--- config.mk ---
export PLATFORM = sky130hd
export DESIGN_NAME = fifo_async_read_ctrl_flat
export DESIGN_NICKNAME = d
export VERILOG_FILES = /design/src/rtl/fifo_async_read_ctrl_if.sv /design/src/rtl/fifo_async_read_ctrl.sv /design/src/flat_wrapper.sv
export SDC_FILE = /design/constraint.sdc
export NUM_CORES = 1
export LEC_CHECK = 0
export CELL_PAD_IN_SITES_DETAIL_PLACEMENT = 0
export CELL_PAD_IN_SITES_GLOBAL_PLACEMENT = 1
export CORE_AREA = 5 5 98 77
export CTS_BUF_LIST = sky130_fd_sc_hd__clkbuf_8 sky130_fd_sc_hd__clkbuf_16
export DETAILED_ROUTE_END_ITERATION = 10
export DIE_AREA = 0 0 103 82
export PLACE_DENSITY_LB_ADDON = 0.25
export SLEW_MARGIN = 10
export SYNTH_ARGS = -nofsm -noshare
export SYNTH_HDL_FRONTEND = slang
export SYNTH_SLANG_ARGS = --single-unit
export TNS_END_PERCENT = 50
--- constraint.sdc ---
create_clock -name clk_in -period 3.56 [get_ports clk_in]
set_clock_uncertainty 0.15 [all_clocks]
set_input_delay 0.356 -clock clk_in [delete_from_list [all_inputs] [get_ports clk_in]]
set_output_delay 0.356 -clock clk_in [all_outputs]
set_load 0.005 [all_outputs]
--- src/rtl/fifo_async_read_ctrl_if.sv ---
// rtl/fifo_async_read_ctrl_if.sv - read-side RAM port and consumer stream bundle
//
// Purpose: groups the RAM read port and the first-word-fall-through consumer
// handshake of the async FIFO read controller.
// Signals:
//   mem_raddr_out  RAM read address (DEPTH entries)
//   mem_ren_out    RAM read enable
//   mem_rdata_in   RAM read data, one cycle after mem_ren_out
//   dout_out       head word
//   dout_valid_out head word valid
//   dout_ready_in  consumer accepts head
// Modports: master = read controller, slave = RAM + consumer side.
interface fifo_async_read_ctrl_if #(
  parameter int WIDTH     = 8,
  parameter int PTR_WIDTH = 4
);
  logic [PTR_WIDTH-2:0] mem_raddr_out;
  logic                 mem_ren_out;
  logic [WIDTH-1:0]     mem_rdata_in;
  logic [WIDTH-1:0]     dout_out;
  logic                 dout_valid_out;
  logic                 dout_ready_in;

  modport master (
    output mem_raddr_out, mem_ren_out, dout_out, dout_valid_out,
    input  mem_rdata_in, dout_ready_in
  );

  modport slave (
    input  mem_raddr_out, mem_ren_out, dout_out, dout_valid_out,
    output mem_rdata_in, dout_ready_in
  );
endinterface

--- src/rtl/fifo_async_read_ctrl.sv ---
// rtl/fifo_async_read_ctrl.sv - read-domain controller of the async circular FIFO
//
// Purpose: synchronises the Gray write pointer, issues RAM reads and presents
// the data first-word-fall-through through a 2-entry head/skid buffer.
// Ports:
//   clk_in           read-domain clock (posedge)
//   rst_in           synchronous active-high reset
//   wptr_g_in        Gray write pointer from the write domain (asynchronous)
//   rptr_g_out       registered Gray read pointer to the write domain
//   level_out        words not yet popped (RAM + in-flight + buffer)
//   almost_empty_out level_out <= AE_LEVEL
//   bus              RAM read port and consumer stream (master modport)
module fifo_async_read_ctrl #(
  parameter int WIDTH     = 8,
  parameter int PTR_WIDTH = 4,
  parameter int AE_LEVEL  = 1
) (
  input  logic                 clk_in,
  input  logic                 rst_in,
  input  logic [PTR_WIDTH-1:0] wptr_g_in,
  output logic [PTR_WIDTH-1:0] rptr_g_out,
  output logic [PTR_WIDTH-1:0] level_out,
  output logic                 almost_empty_out,
  fifo_async_read_ctrl_if.master bus
);

  localparam logic [PTR_WIDTH-1:0] AE_THRESH = PTR_WIDTH'(AE_LEVEL);

  // Buffer state is encoded as {buf_cnt, pending} so the counts fall out
  // of the state bits directly.
  typedef enum logic [2:0] {
    IDLE      = 3'b000,
    FETCH     = 3'b001,
    ONE       = 3'b010,
    ONE_FETCH = 3'b011,
    FULL      = 3'b100
  } buf_state_t;

  function automatic logic [PTR_WIDTH-1:0] bin2gray(input logic [PTR_WIDTH-1:0] b);
    return b ^ (b >> 1);
  endfunction

  function automatic logic [PTR_WIDTH-1:0] gray2bin(input logic [PTR_WIDTH-1:0] g);
    logic [PTR_WIDTH-1:0] b;
    b[PTR_WIDTH-1] = g[PTR_WIDTH-1];
    for (int i = PTR_WIDTH - 2; i >= 0; i--) begin
      b[i] = b[i+1] ^ g[i];
    end
    return b;
  endfunction

  logic [PTR_WIDTH-1:0] wsync1;
  logic [PTR_WIDTH-1:0] wsync2;
  logic [PTR_WIDTH-1:0] rptr_b;
  logic [WIDTH-1:0]     head;
  logic [WIDTH-1:0]     skid;
  buf_state_t           buf_state;

  logic [PTR_WIDTH-1:0] wptr_b_sync;
  logic [PTR_WIDTH-1:0] rptr_b_next;
  logic [1:0]           buf_cnt;
  logic                 pending;
  logic                 mem_empty;
  logic                 pop;
  logic                 ren;
  logic [1:0]           occ_after_pop;

  assign buf_cnt     = buf_state[2:1];
  assign pending     = buf_state[0];
  assign wptr_b_sync = gray2bin(wsync2);
  assign mem_empty   = (rptr_b == wptr_b_sync);
  assign pop         = (buf_cnt != 2'd0) && bus.dout_ready_in;

  // Slots still claimed after this cycle's pop; a new read may only be
  // issued if it will have somewhere to land.
  assign occ_after_pop = buf_cnt + {1'b0, pending} - {1'b0, pop};
  assign ren           = !mem_empty && (occ_after_pop != 2'd2);
  assign rptr_b_next   = rptr_b + {{(PTR_WIDTH-1){1'b0}}, ren};

  assign bus.mem_ren_out    = ren;
  assign bus.mem_raddr_out  = rptr_b[PTR_WIDTH-2:0];
  assign bus.dout_out       = head;
  assign bus.dout_valid_out = (buf_cnt != 2'd0);

  // Unread RAM words plus the read in flight plus buffered words.
  assign level_out = (wptr_b_sync - rptr_b)
                   + {{(PTR_WIDTH-1){1'b0}}, pending}
                   + {{(PTR_WIDTH-2){1'b0}}, buf_cnt};
  assign almost_empty_out = (level_out <= AE_THRESH);

  always_ff @(posedge clk_in) begin
    if (rst_in) begin
      wsync1     <= '0;
      wsync2     <= '0;
      rptr_b     <= '0;
      rptr_g_out <= '0;
      head       <= '0;
      skid       <= '0;
      buf_state  <= IDLE;
    end else begin
      wsync1     <= wptr_g_in;
      wsync2     <= wsync1;
      rptr_b     <= rptr_b_next;
      rptr_g_out <= bin2gray(rptr_b_next);
      buf_state  <= buf_state_t'({occ_after_pop, ren});

      if (pop && buf_cnt == 2'd2) begin
        // Skid advances; any arriving word refills the skid behind it.
        head <= skid;
        if (pending) begin
          skid <= bus.mem_rdata_in;
        end
      end else if (pending) begin
        // Head is free (empty, or its single word leaves this cycle).
        if (buf_cnt == 2'd0 || pop) begin
          head <= bus.mem_rdata_in;
        end else begin
          skid <= bus.mem_rdata_in;
        end
      end
    end
  end

endmodule

--- src/flat_wrapper.sv ---
// flat-port wrapper written by rule: the top's interface ports become plain ports
module fifo_async_read_ctrl_flat 
#(
  parameter int WIDTH     = 8,
  parameter int PTR_WIDTH = 4,
  parameter int AE_LEVEL  = 1
)
  (clk_in, rst_in, wptr_g_in, rptr_g_out, level_out, almost_empty_out, bus_mem_raddr_out, bus_mem_ren_out, bus_dout_out, bus_dout_valid_out, bus_mem_rdata_in, bus_dout_ready_in);
  fifo_async_read_ctrl_if #(.WIDTH(WIDTH), .PTR_WIDTH(PTR_WIDTH)) bus_i ();
  input  logic clk_in;
  input  logic rst_in;
  input  logic [PTR_WIDTH-1:0] wptr_g_in;
  output logic [PTR_WIDTH-1:0] rptr_g_out;
  output logic [PTR_WIDTH-1:0] level_out;
  output logic almost_empty_out;
  output wire logic [$bits(bus_i.mem_raddr_out)-1:0] bus_mem_raddr_out;
  output wire logic [$bits(bus_i.mem_ren_out)-1:0] bus_mem_ren_out;
  output wire logic [$bits(bus_i.dout_out)-1:0] bus_dout_out;
  output wire logic [$bits(bus_i.dout_valid_out)-1:0] bus_dout_valid_out;
  input wire logic [$bits(bus_i.mem_rdata_in)-1:0] bus_mem_rdata_in;
  input wire logic [$bits(bus_i.dout_ready_in)-1:0] bus_dout_ready_in;
  assign bus_mem_raddr_out = bus_i.mem_raddr_out;
  assign bus_mem_ren_out = bus_i.mem_ren_out;
  assign bus_dout_out = bus_i.dout_out;
  assign bus_dout_valid_out = bus_i.dout_valid_out;
  assign bus_i.mem_rdata_in = bus_mem_rdata_in;
  assign bus_i.dout_ready_in = bus_dout_ready_in;
  fifo_async_read_ctrl #(.WIDTH(WIDTH), .PTR_WIDTH(PTR_WIDTH), .AE_LEVEL(AE_LEVEL)) u_core (.clk_in(clk_in), .rst_in(rst_in), .wptr_g_in(wptr_g_in), .rptr_g_out(rptr_g_out), .level_out(level_out), .almost_empty_out(almost_empty_out), .bus(bus_i));
endmodule
==> summary.md <==
| Metric | Value |
|---|---|
| Wire length per cell | `11.8 µm` |
| Inst Count DP | `268` |
| Total of max-cap violations | `0` |
| # nets final | `219` |
| Clock Power Share | `16.3%` |
| EDFF count, synth | `0` |
| Vias in the first global route | `1105` |
| CTS root buffer | `clkbuf_8` |
| Slew @ Worst Pin | `0.727 ns` |
| CTS Sinks | `34` |
| Sequential area share after synthesis | `43.1%` |
| # hold bufs at CTS | `0` |
| NetSw | `592 µW` |
| Syn nets | `178` |
| Core area | `6570 µm²` |
| M3 GR Usage | `2.72%` |
| Worst slack, placed | `0.226 ns` |
| Die Ht | `82 µm` |
| CP Cell Sequence | `xor3_2, fa_1, inv_1, fa_1, xnor2_1, clkdlybuf4s50_1` |
| Synth area leaders | `dfxtp_1 (43%), mux2i_1 (11%), ha_1 (7.1%), nor2b_1 (5.2%), nor2_1 (5.0%)` |
| Port bufs | `36` |
| WP buf/inv | `2` |
| Mux cell area share after synthesis | `10.8%` |
| DRC Markers | `0` |
| Period utilization | `93.7%` |
| Via Count | `1091` |
| Relative slew slack | `51.4%` |
| Share of layout cells above drive strength 1 | `9.33%` |
| Worst VDD drop | `0.000287 V` |
| Clk buf depth | `2` |
| Setup CP Type | `reg -> out` |
| Compound-Gate Fraction of Synth Area | `6.34%` |
| Static leakage | `0.961 nW` |
| Pint | `1.18 mW` |
| CP arrival | `2.83 ns` |
| Levels on crit path | `6` |
| Total power draw | `1.77 mW` |
| Worst path max stage delay | `0.54 ns` |
| Routability congestion estimate | `0.687` |
| Initial antenna violation count | `0` |
| Die span in x | `103 µm` |
| Crit path required time | `3.05 ns` |
| Syn Std Cell Area | `1580 µm²` |
| Tmin final | `3.33 ns` |
| Initial Utilization | `24.0%` |
| Slew Viols, Final | `0` |
| FFs w/ async S/R, synth | `0%` |
| Register Area | `682 µm²` |
| Clk slew on worst S/H paths | `0.07 ns` |
| Worst-path maximum fanout | `3` |
| Post-Layout Cell Count | `277` |
| Status | `complete, no violations` |
| Syn-to-layout area delta | `35.7%` |
| Final setup TNS | `0 ns` |
| Multi-input gate area in the final layout | `851 µm²` |
| GRT Resource Usage Total | `8.65%` |
| Top cell type's share of synthesized area | `43.1%` |
| Critical-path top delay cell | `clkdlybuf4s50_1` |
| Combinational family with the most area after synthesis | `simple AND/OR/NAND/NOR gates` |
| Grt met2 use | `12.5%` |
| Worst-Skew Late Latency | `0.28 ns` |
| TritonCTS clock tree | `done` |
| Final setup margin | `0.226 ns` |
| GR Overflow Total | `0` |
| Reg power frac | `30.9%` |
| Synth area leader | `dfxtp_1` |
| Most frequent CP cell | `fa_1` |
| Synthesized instance count | `151` |
| Post-route antenna net violation count | `0` |
| Primary FF master, synth | `dfxtp_1` |
| Total CTS buffers | `5` |
| Adder-Cell Fraction of Synth Area | `10.9%` |
| H-tree depth | `2` |
| Final Hold Viols | `0` |
| Critical path's top delay family | `adder cells` |
| M1 GR Usage | `11.2%` |
| Synthesized flop and latch total | `34` |
| Final Setup Violations | `0` |
| Fillers | `704` |
| Synthesis Warnings | `0` |
| Pin count of the biggest net entering global routing | `21` |
| Hpwl dp | `2470 µm` |
| Pre-antenna DRT Iters | `3` |
| First-pass GRT wire length | `5440 µm` |
| Ports | `37` |
| Pwr/cell area | `826 nW/µm²` |
| Hold Path Depth | `1` |
| Drt via density | `3.94` |
| Antenna diodes | `0` |
| Rows | `26` |
| RSZ-0062 raised after global routing | `false` |
| FF-to-FF path depth | `13` |
| Element type at the critical path end | `primary output` |
| XOR/XNOR Fraction of Synth Area | `9.99%` |
| Simple-gate share of the synthesized area | `15.4%` |
| Comb pwr share | `52.8%` |
| Count of cell types in the netlist | `29` |
| Hold Crit Class | `reg -> reg` |
| Initial drt markers | `16` |
| Type of origin of the critical path | `flop` |
| Gr busiest metal | `met2` |
| Full die area | `8450 µm²` |
| WL final | `3280 µm` |
| Sw frac | `33.5%` |
| Synth Area per Inst | `10.4 µm²` |
| Peak Freq | `300 MHz` |
[per-stage QoR]
stage | hold slack (ns) | util (%) | cell area (µm²)
2_1_floorplan | 0.264 | - | 1580
3_3_place_gp | 0.273 | 31.0 | 2030
3_5_place_dp | 0.286 | 31.0 | 2030
4_1_cts | 0.300 | 32.5 | 2130
5_1_grt | 0.305 | 32.6 | 2140
6_report | 0.296 | 32.6 | 2140
[cell type report]
class / instances / area share (%)
multi-input cells: 103 / 39.7
flip-flops and latches: 34 / 31.9
repair buffers: 38 / 17.5
well taps: 84 / 4.91
clock buffers: 6 / 3.86
inverters: 10 / 1.75
clock inverters: 2 / 0.409
[registers in the layout (all words and copies together) (netlist names)]
signal / count
u_core.rptr_b: 4
u_core.wsync2: 4
u_core.bus.dout_out: 8
u_core.rptr_g_out: 3
u_core.skid: 8
u_core.buf_state: 3
u_core.wsync1: 4
[layout by cell type, fill, tap and decap left out, types with 3 or more instances in the layout]
master / Yosys / layout
a211oi_1: 8 / 8
clkbuf_8: 0 / 6
clkdlybuf4s50_1: 0 / 35
dfxtp_1: 34 / 33
fa_1: 3 / 3
ha_1: 9 / 9
inv_1: 9 / 10
mux2i_1: 17 / 17
nand2_1: 3 / 3
nand3_1: 3 / 3
nor2_1: 21 / 21
nor2b_1: 13 / 13
xnor2_1: 5 / 5
xor2_1: 5 / 5
[path summary, 6_finish.rpt]
path,start,end,slack [ns]
max,u_core.wsync2[1],level_out[2],0.23
min,u_core.wsync1[3],u_core.wsync2[3],0.30
max reg2reg,u_core.buf_state[2],u_core.rptr_g_out[1],0.56
min reg2reg,u_core.wsync1[3],u_core.wsync2[3],0.30
[Yosys cell counts, types with 2 or more instances]
master	number
xnor2_1	5
inv_1	9
clkbuf_1	3
xor2_1	5
xnor3_1	2
nor2_1	21
nand2_1	3
fa_1	3
a211oi_1	8
a21oi_1	2
nand3_1	3
mux2i_1	17
nor2b_1	13
ha_1	9
dfxtp_1	34
[power by group through the flow]
| stage | sequential, mW | combinational (mW) | clock, mW |
|---|---|---|---|
| after floorplan | 0.548 | 0.528 | 0 |
| after global placement | 0.556 | 0.956 | 0 |
| after detailed placement | 0.557 | 0.951 | 0 |
| after CTS | 0.548 | 0.947 | 0.306 |
| after global routing | 0.560 | 1.06 | 0.324 |
| final | 0.546 | 0.935 | 0.288 |
[routing by layer]
metal	wire [µm]	share of wire, %
met2	1440	44
met1	1640	50
met3	146	4.5
met5	0	0
met4	53	1.6
[logic make-up after synthesis]
group	Yosys count
and+or+nand+nor	48
xor gates and xnor gates	13
AOI/OAI and AO/OA	13
buffers and inverters	14
DFF	34
muxes	17
adders and majority gates	12
[what timing repair did]
| action | CTS | global route |
|---|---|---|
| resized for setup | 2 | 3 |
| setup buffers | 1 | 0 |
| pin swaps | 1 | 0 |
| endpoints found under the setup margin | 1 | 1 |
(Power assumes the default switching activity.)
